$ cat src/rtl/branch_predictor.sv
// Direct-mapped branch target buffer with per-entry saturating direction counters.
// Lookup is purely combinational; updates, flushes and statistics change on the rising clock edge.
module branch_predictor #(
    parameter int PC_WIDTH   = 32,
    parameter int ENTRIES    = 16,
    parameter int CTR_BITS   = 2,
    parameter int STAT_WIDTH = 16
) (
    input  logic                  clk_i,
    input  logic                  rst_ni,

    input  logic [PC_WIDTH-1:0]   pcF_i,
    output logic                  hit_o,
    output logic                  predict_taken_o,
    output logic [PC_WIDTH-1:0]   predict_target_o,

    input  logic                  update_en_i,
    input  logic [PC_WIDTH-1:0]   update_pc_i,
    input  logic                  update_taken_i,
    input  logic [PC_WIDTH-1:0]   update_target_i,
    input  logic                  update_mispredict_i,

    input  logic                  flush_i,
    input  logic                  stats_clr_i,
    output logic [STAT_WIDTH-1:0] branch_count_o,
    output logic [STAT_WIDTH-1:0] mispredict_count_o
);

    localparam int IDX   = $clog2(ENTRIES);
    localparam int TAG_W = PC_WIDTH - IDX - 2;

    localparam logic [CTR_BITS-1:0]   CTR_MAX     = {CTR_BITS{1'b1}};
    localparam logic [CTR_BITS-1:0]   CTR_ZERO    = '0;
    localparam logic [CTR_BITS-1:0]   CTR_WEAK_T  = CTR_BITS'(1) << (CTR_BITS - 1);
    localparam logic [CTR_BITS-1:0]   CTR_WEAK_NT = CTR_WEAK_T - CTR_BITS'(1);
    localparam logic [STAT_WIDTH-1:0] STAT_MAX    = {STAT_WIDTH{1'b1}};

    logic                valid_q  [ENTRIES];
    logic [TAG_W-1:0]    tag_q    [ENTRIES];
    logic [PC_WIDTH-1:0] target_q [ENTRIES];
    logic [CTR_BITS-1:0] ctr_q    [ENTRIES];

    logic [IDX-1:0]      f_idx;
    logic [TAG_W-1:0]    f_tag;
    logic [IDX-1:0]      u_idx;
    logic [TAG_W-1:0]    u_tag;
    logic                u_hit;

    logic                wr_en;
    logic [PC_WIDTH-1:0] wr_target;
    logic [CTR_BITS-1:0] wr_ctr;

    logic [STAT_WIDTH-1:0] branch_count_q;
    logic [STAT_WIDTH-1:0] mispredict_count_q;

    // Instruction alignment bits never select an entry.
    logic unused_align;
    assign unused_align = ^{pcF_i[1:0], update_pc_i[1:0]};

    assign f_idx = pcF_i[IDX+1:2];
    assign f_tag = pcF_i[PC_WIDTH-1:IDX+2];
    assign u_idx = update_pc_i[IDX+1:2];
    assign u_tag = update_pc_i[PC_WIDTH-1:IDX+2];

    // Lookup reads the registered table only, so a same-cycle update is not visible yet.
    always_comb begin
        hit_o            = valid_q[f_idx] && (tag_q[f_idx] == f_tag);
        predict_taken_o  = hit_o && ctr_q[f_idx][CTR_BITS-1];
        predict_target_o = pcF_i + PC_WIDTH'(4);
        if (predict_taken_o) begin
            predict_target_o = target_q[f_idx];
        end
    end

    // A not-taken miss never allocates; a not-taken hit keeps its old target.
    always_comb begin
        u_hit     = valid_q[u_idx] && (tag_q[u_idx] == u_tag);
        wr_en     = update_en_i && (u_hit || update_taken_i);
        wr_target = update_taken_i ? update_target_i : target_q[u_idx];
        wr_ctr    = CTR_WEAK_T;
        if (u_hit) begin
            if (update_taken_i) begin
                wr_ctr = (ctr_q[u_idx] == CTR_MAX) ? CTR_MAX : ctr_q[u_idx] + CTR_BITS'(1);
            end else begin
                wr_ctr = (ctr_q[u_idx] == CTR_ZERO) ? CTR_ZERO : ctr_q[u_idx] - CTR_BITS'(1);
            end
        end
    end

    always_ff @(posedge clk_i or negedge rst_ni) begin
        if (!rst_ni) begin
            for (int i = 0; i < ENTRIES; i++) begin
                valid_q[i]  <= 1'b0;
                tag_q[i]    <= '0;
                target_q[i] <= '0;
                ctr_q[i]    <= CTR_WEAK_NT;
            end
        end else if (flush_i) begin
            for (int i = 0; i < ENTRIES; i++) begin
                valid_q[i] <= 1'b0;
            end
        end else if (wr_en) begin
            valid_q[u_idx]  <= 1'b1;
            tag_q[u_idx]    <= u_tag;
            target_q[u_idx] <= wr_target;
            ctr_q[u_idx]    <= wr_ctr;
        end
    end

    // Statistics ignore flush; clear wins over a same-cycle increment.
    always_ff @(posedge clk_i or negedge rst_ni) begin
        if (!rst_ni) begin
            branch_count_q     <= '0;
            mispredict_count_q <= '0;
        end else if (stats_clr_i) begin
            branch_count_q     <= '0;
            mispredict_count_q <= '0;
        end else begin
            if (update_en_i && (branch_count_q != STAT_MAX)) begin
                branch_count_q <= branch_count_q + STAT_WIDTH'(1);
            end
            if (update_en_i && update_mispredict_i && (mispredict_count_q != STAT_MAX)) begin
                mispredict_count_q <= mispredict_count_q + STAT_WIDTH'(1);
            end
        end
    end

    assign branch_count_o     = branch_count_q;
    assign mispredict_count_o = mispredict_count_q;

endmodule

$ cat config.mk
export PLATFORM = sky130hd
export DESIGN_NAME = branch_predictor
export DESIGN_NICKNAME = d
export VERILOG_FILES = /design/src/rtl/branch_predictor.sv
export SDC_FILE = /design/constraint.sdc
export NUM_CORES = 2
export LEC_CHECK = 0
export CAP_MARGIN = 20
export CORE_ASPECT_RATIO = 0.6
export CORE_MARGIN = 3
export CORE_UTILIZATION = 35
export DETAILED_ROUTE_END_ITERATION = 10
export HOLD_SLACK_MARGIN = 0.03
export PLACE_DENSITY = 0.59
export SETUP_SLACK_MARGIN = 0.15
export SYNTH_ARGS = -nofsm -noshare
export SYNTH_HDL_FRONTEND = slang
export SYNTH_SLANG_ARGS = --single-unit
$ cat constraint.sdc
create_clock -name clk_i -period 26.9 [get_ports clk_i]
set_clock_uncertainty 0.2 [all_clocks]
set_input_delay 8.07 -clock clk_i [delete_from_list [all_inputs] [get_ports clk_i]]
set_output_delay 8.07 -clock clk_i [all_outputs]
set_load 0.005 [all_outputs]
Word level (Yosys, flattened, before mapping)
Cells that the tools add are included.

cells by class
  $add $sub $neg = 5
  multiply operators = 0
  div/mod/pow operators = 0
  magnitude comparators = 3
  eq/ne operators = 5
  shifts and indexed selects = 0
  mux-type cells = 47
  bitwise gates (word level) = 4
  reductions and logical operators = 14

operators by type and width
  kind                   count
  $bwmux 512             1
  $bwmux 416             1
  $bmux 32 s4            2
  $mux 32                7
  $bmux 26 s4            2
  $mux 26                5
  $demux 32 s4           1
  $demux 26 s4           1
  $mux 16                6
  $eq 26x26->1           2
  $add 16x1->16 const B  2
  $add 32x3->32 const B  1
  $bwmux 32              1
  $ne 16x16->1 const B   2
  $mux 2                 9
  $bmux 2 s4             2
  $or 16x16->16          1
  $ge 5x5->1 const B     2
  $not 4->5              2
  $bmux 1 s4             2
  $demux 2 s4            1
  $logic_and 1x1->1      8
  $reduce_bool 2->1      3
  $lt 5x1->1 const B     1
  other kinds (9)        13

word-level totals
  flip-flop bits (word level) = 1008
  latch bits = 0
  RAM bits = 0
  bits in read-only memories = 0
  input port bits = 103
  output and inout bits = 66
  word-level logic and storage cells = 144
  memories kept = 0

Depth between registers and ports, before layout
  depth after elaboration = 10
  mapped depth = 18
  depth with buffers taken out = 9

Worst setup path before layout
Ideal clock, no wire load.

  kind = input port to output port
  start = in pcF_i[2]
  end = out predict_target_o[0]
  arrival time = 11.440 ns
  data required time = 18.630 ns
  setup slack = 7.190 ns
  stages = 9
  path buffers = 6
  path through = buf_2 buf_2 buf_2 clkbuf_1 clkbuf_1 buf_1 mux4_2 mux4_2 mux2_2

between the ends
  word-level cells in the longest chain between the ends = 8
  elaborated cells on any way between the ends = 17
  those cells by class = eq/ne (1); mux (13); bitwise (1); reduce/logical (2)

ends and longest elaborated chain
  element                                     RTL line    RTL
  from (decl)                                 12          input logic [PC_WIDTH-1:0] pcF_i,
  $not 4->5 (not written as such) (*)         67, 68, 71
  $bmux 26 s4                                 67          hit_o = valid_q[f_idx] && (tag_q[f_idx] == f_tag);
  $mux 26 (not written as such) (2 in a row)  67
  $eq 26x26->1                                67
  $logic_and 1x1->1                           67
  $logic_and 1x1->1                           68          predict_taken_o = hit_o && ctr_q[f_idx][CTR_BITS-1];
  $mux 32 (*)                                 70          if (predict_taken_o) begin
  to (decl)                                   15          output logic [PC_WIDTH-1:0] predict_target_o,

Every way passes the cells marked *; elsewhere a longest branch is shown, timed or not. The select of a mux whose other input is x is not followed.

Worst setup path after layout
  start = in pcF_i[2]
  end = out predict_target_o[29]

between the ends
  word-level cells in the longest chain between the ends = 8
  elaborated cells on any way between the ends = 18
  those cells by class = add/sub (1); eq/ne (1); mux (13); bitwise (1); reduce/logical (2)

ends and longest elaborated chain
  element                                     RTL line
  $not 4->5 (not written as such)             67, 68, 71
  $bmux 26 s4                                 67
  $mux 26 (not written as such) (2 in a row)  67
  $eq 26x26->1                                67
  $logic_and 1x1->1                           67
  $logic_and 1x1->1                           68
  $mux 32 (*)                                 70

Marks and branches as above.

==> flow_metrics.env <==
export IMPL_ys_warn_count=0
export IMPL_initial_core_util_pct=35.3
export IMPL_startpoint_type="primary input"
export IMPL_drive_gt1_share_pct=40.3
export IMPL_use_met2_pct=31.8
export IMPL_die_h_um=313
export IMPL_p_leak_nw=26.3
export IMPL_tightest_slew_ns=1.22
export IMPL_synth_cells=3880
export IMPL_crit_path_max_incr_delay_ns=0.66
export IMPL_dr_total_vias=36600
export IMPL_p_int_mw=2.93
export IMPL_drtPass1Iterations=5
export IMPL_clock_sinks=1008
export IMPL_whs_path_depth=2
export IMPL_cts_resized=0
export IMPL_path_cells="buf_8 > buf_4 > mux4_2 > nor2b_1 > a211oi_1 > a21oi_1 > xnor2_1 > nand4_1 > nor4_1 > nand3_2 > buf_12 > mux2_2 > clkdlybuf4s50_1"
export IMPL_hold_viol=0
export IMPL_p_sw_mw=1.18
export IMPL_powerDensity_nw_per_um2=66.4
export IMPL_dieArea_um2=162000
export IMPL_cts_tree="built"
export IMPL_path_class="in2out"
export IMPL_cap_violations=0
export IMPL_hp_start="ctr_q[8]$_DFFE_PN1P_"
export IMPL_setup_viol=0
export IMPL_synth_common_cells="dfrtp_1, mux2_2, mux4_2"
export IMPL_reg2reg_to="tag_q[254]$_DFFE_PN0P_"
export IMPL_ys_async_sr_fraction_pct=100
export IMPL_grtUsageMet1_pct=33.6
export IMPL_ff2ff_path_depth=10
export IMPL_setup_tns_ns=0
export IMPL_fin_worst_hold_slack_ns=0.266
export IMPL_required_ns=18.63
export IMPL_cts_buffer_depth=3
export IMPL_dp_cells=5867
export IMPL_hpwlAfterDp_um=108000
export IMPL_clkLatencyLatePin_ns=0.74
export IMPL_grt_max_degree=180
export IMPL_htree_levels=3
export IMPL_route_detailed_drc=0
export IMPL_cts_root_buf="clkbuf_16"
export IMPL_place_congestion=0.852
export IMPL_grt_pass1_wl_um=267000
export IMPL_pwr_share_seq_pct=45.6
export IMPL_syn_avg_cell_area_um2=14.2
export IMPL_slew_headroom_pct=18.7
export IMPL_grt_pass1_vias=36800
export IMPL_avgRoutedWirePerCell_um=30.0
export IMPL_p_sw_share_pct=28.6
export IMPL_yosys_area_top_type="dfrtp_1"
export IMPL_layout_setup_ws_ns=5.76
export IMPL_stdcell_count=6054
export IMPL_syn_area_um2=55100
export IMPL_yosysSeqAreaShare_pct=45.9
export IMPL_slowest_stage="buf_4"
export IMPL_combPwrFrac_pct=19.0
export IMPL_top_usage_layer="met1"
export IMPL_postCtsHoldBufs=0
export IMPL_arrival_ns=12.87
export IMPL_min_period_ns=21.14
export IMPL_num_rows=112
export IMPL_end_kind="output port"
export IMPL_place_port_buffers=166
export IMPL_yosysUniqueCellTypes=60
export IMPL_clkPwrFrac_pct=35.4
export IMPL_drtIter0Drc=3873
export IMPL_die_x_um=518
export IMPL_totalWireLength_um=182000
export IMPL_ant_nets=0
export IMPL_critPathMaxFanout=54
export IMPL_grt_overflow_total=0
export IMPL_numCtsBuffers=99
export IMPL_critPathBufInv=4
export IMPL_preCtsSetupSlack_ns=5.73
export IMPL_cp_depth=13
export IMPL_hp_class="reg2reg"
export IMPL_area_growth_pct=12.2
export IMPL_antenna_found_initial=22
export IMPL_met3_usage_pct=5.03
export IMPL_synthTopCellsByArea="dfrtp_1, mux4_2, mux2_2"
export IMPL_syn_nets=3986
export IMPL_core_area_um2=156000
export IMPL_rsz0062_at_grt="false"
export IMPL_finalNetCount=3966
export IMPL_peakVddDrop_mv=0.0506
export IMPL_viasPerCell=6.05
export IMPL_pin_count=169
export IMPL_synth_top_area_share_pct=45.1
export IMPL_reg2reg_from="tag_q[309]$_DFFE_PN0P_"
export IMPL_clk_pin_slew_worst_paths_ns=0.06
export IMPL_ys_seq_elements=1008
export IMPL_crit_family="buffers and inverters"
export IMPL_synth_edf_count=0
export IMPL_ys_flop_type="dfrtp_1"
export IMPL_run_status="finished clean"
export IMPL_post_cts_buffers=0
export IMPL_grt_total_usage_pct=22.1
export IMPL_period_share_pct=78.6
export IMPL_finalPower_mw=4.11
export IMPL_synth_most_common_cell="dfrtp_1"
export IMPL_slew_viol_final=0
export IMPL_ff2ff_setup_slack_ns=20.32
export IMPL_fmax_mhz=47.3
export IMPL_worstHoldEndpoint="ctr_q[8]$_DFFE_PN1P_"
[layout by cell type, fill, tap and decap left out, drive strengths merged, types with 37 or more instances in the layout]
cell / n
nand2: 124
xnor2: 79
clkbuf: 144
dfrtp: 992
a21oi: 439
buf: 114
mux2: 760
mux4: 538
mux2i: 103
clkdlybuf4s50: 156
nor2: 70
inv: 37
[stage by stage]
stage | instance area [um^2] | util, %
final | 61800 | 39.7
after global routing | 61800 | 39.7
after CTS | 61800 | 39.6
after detailed placement | 58400 | 37.5
after global placement | 58400 | 37.5
after floorplan | 55100 | -
[worst max path at each step]
stage	to	startpoint	slack [ns]
finish	predict_target_o[29]	pcF_i[2]	5.76
detailed placement	predict_target_o[29]	pcF_i[2]	5.73
global route	predict_target_o[29]	pcF_i[2]	5.45
floorplan	predict_target_o[0]	pcF_i[2]	7.19
global placement	predict_target_o[29]	pcF_i[2]	5.08
CTS	predict_target_o[29]	pcF_i[2]	5.73
[per-layer routing]
layer | share of wire [%] | routed length [um] | vias to the layer above
met4 | 2.7 | 4880 | 0
li1 | - | - | 14900
met3 | 8.3 | 15100 | 296
met5 | 0 | 0 | -
met2 | 43 | 78700 | 1596
met1 | 46 | 82900 | 19900
[logic make-up (layout without fill, tap and decap cells)]
family	count (synthesis)	count (layout)	synth area share, %
muxes	1401	1401	39.4
buffers and inverters	427	487	3.76
DFF	1008	1008	45.9
adders and majority gates	5	5	0.105
other	0	5	0
xor gates and xnor gates	109	109	1.73
AOI/OAI and AO/OA	606	606	6.40
and+or+nand+nor	324	324	2.73
[state kept, by name, summed over array words and instances, names as in the netlist]
signal,flops
target_q,512
tag_q,416
ctr_q,32
branch_count_o,16
mispredict_count_o,16
valid_q,16
[power groups by stage]
stage / sequential, mW / clock (mW) / combinational (mW)
after floorplan: 1.84 / 0 / 0.551
after global placement: 1.88 / 0 / 0.760
after detailed placement: 1.89 / 0 / 0.775
after CTS: 1.86 / 1.49 / 0.777
after global routing: 1.89 / 1.55 / 0.836
final: 1.87 / 1.45 / 0.780
[cell type report]
class | count | area, um^2
flip-flops and latches | 1008 | 25200
fillers | 14500 | 94000
clock buffers | 144 | 2890
well taps | 2109 | 2640
inverters | 36 | 140
clock inverters | 37 | 458
repair buffers | 270 | 2570
multi-input cells | 2445 | 27800
diodes | 5 | 12.5
[worst reg2reg max path, cell delays in order (launching register included)]
cell and delay (ns):
dfrtp_1 0.40, mux4_2 0.53, a221oi_1 0.53, a22oi_1 0.18
nor3_1 0.52, o221ai_1 0.33, or4_1 0.69, or3_2 0.92
a21oi_4 0.85, buf_4 0.84, mux2_2 0.48
No activity file was read; power rests on OpenSTA's default activity.
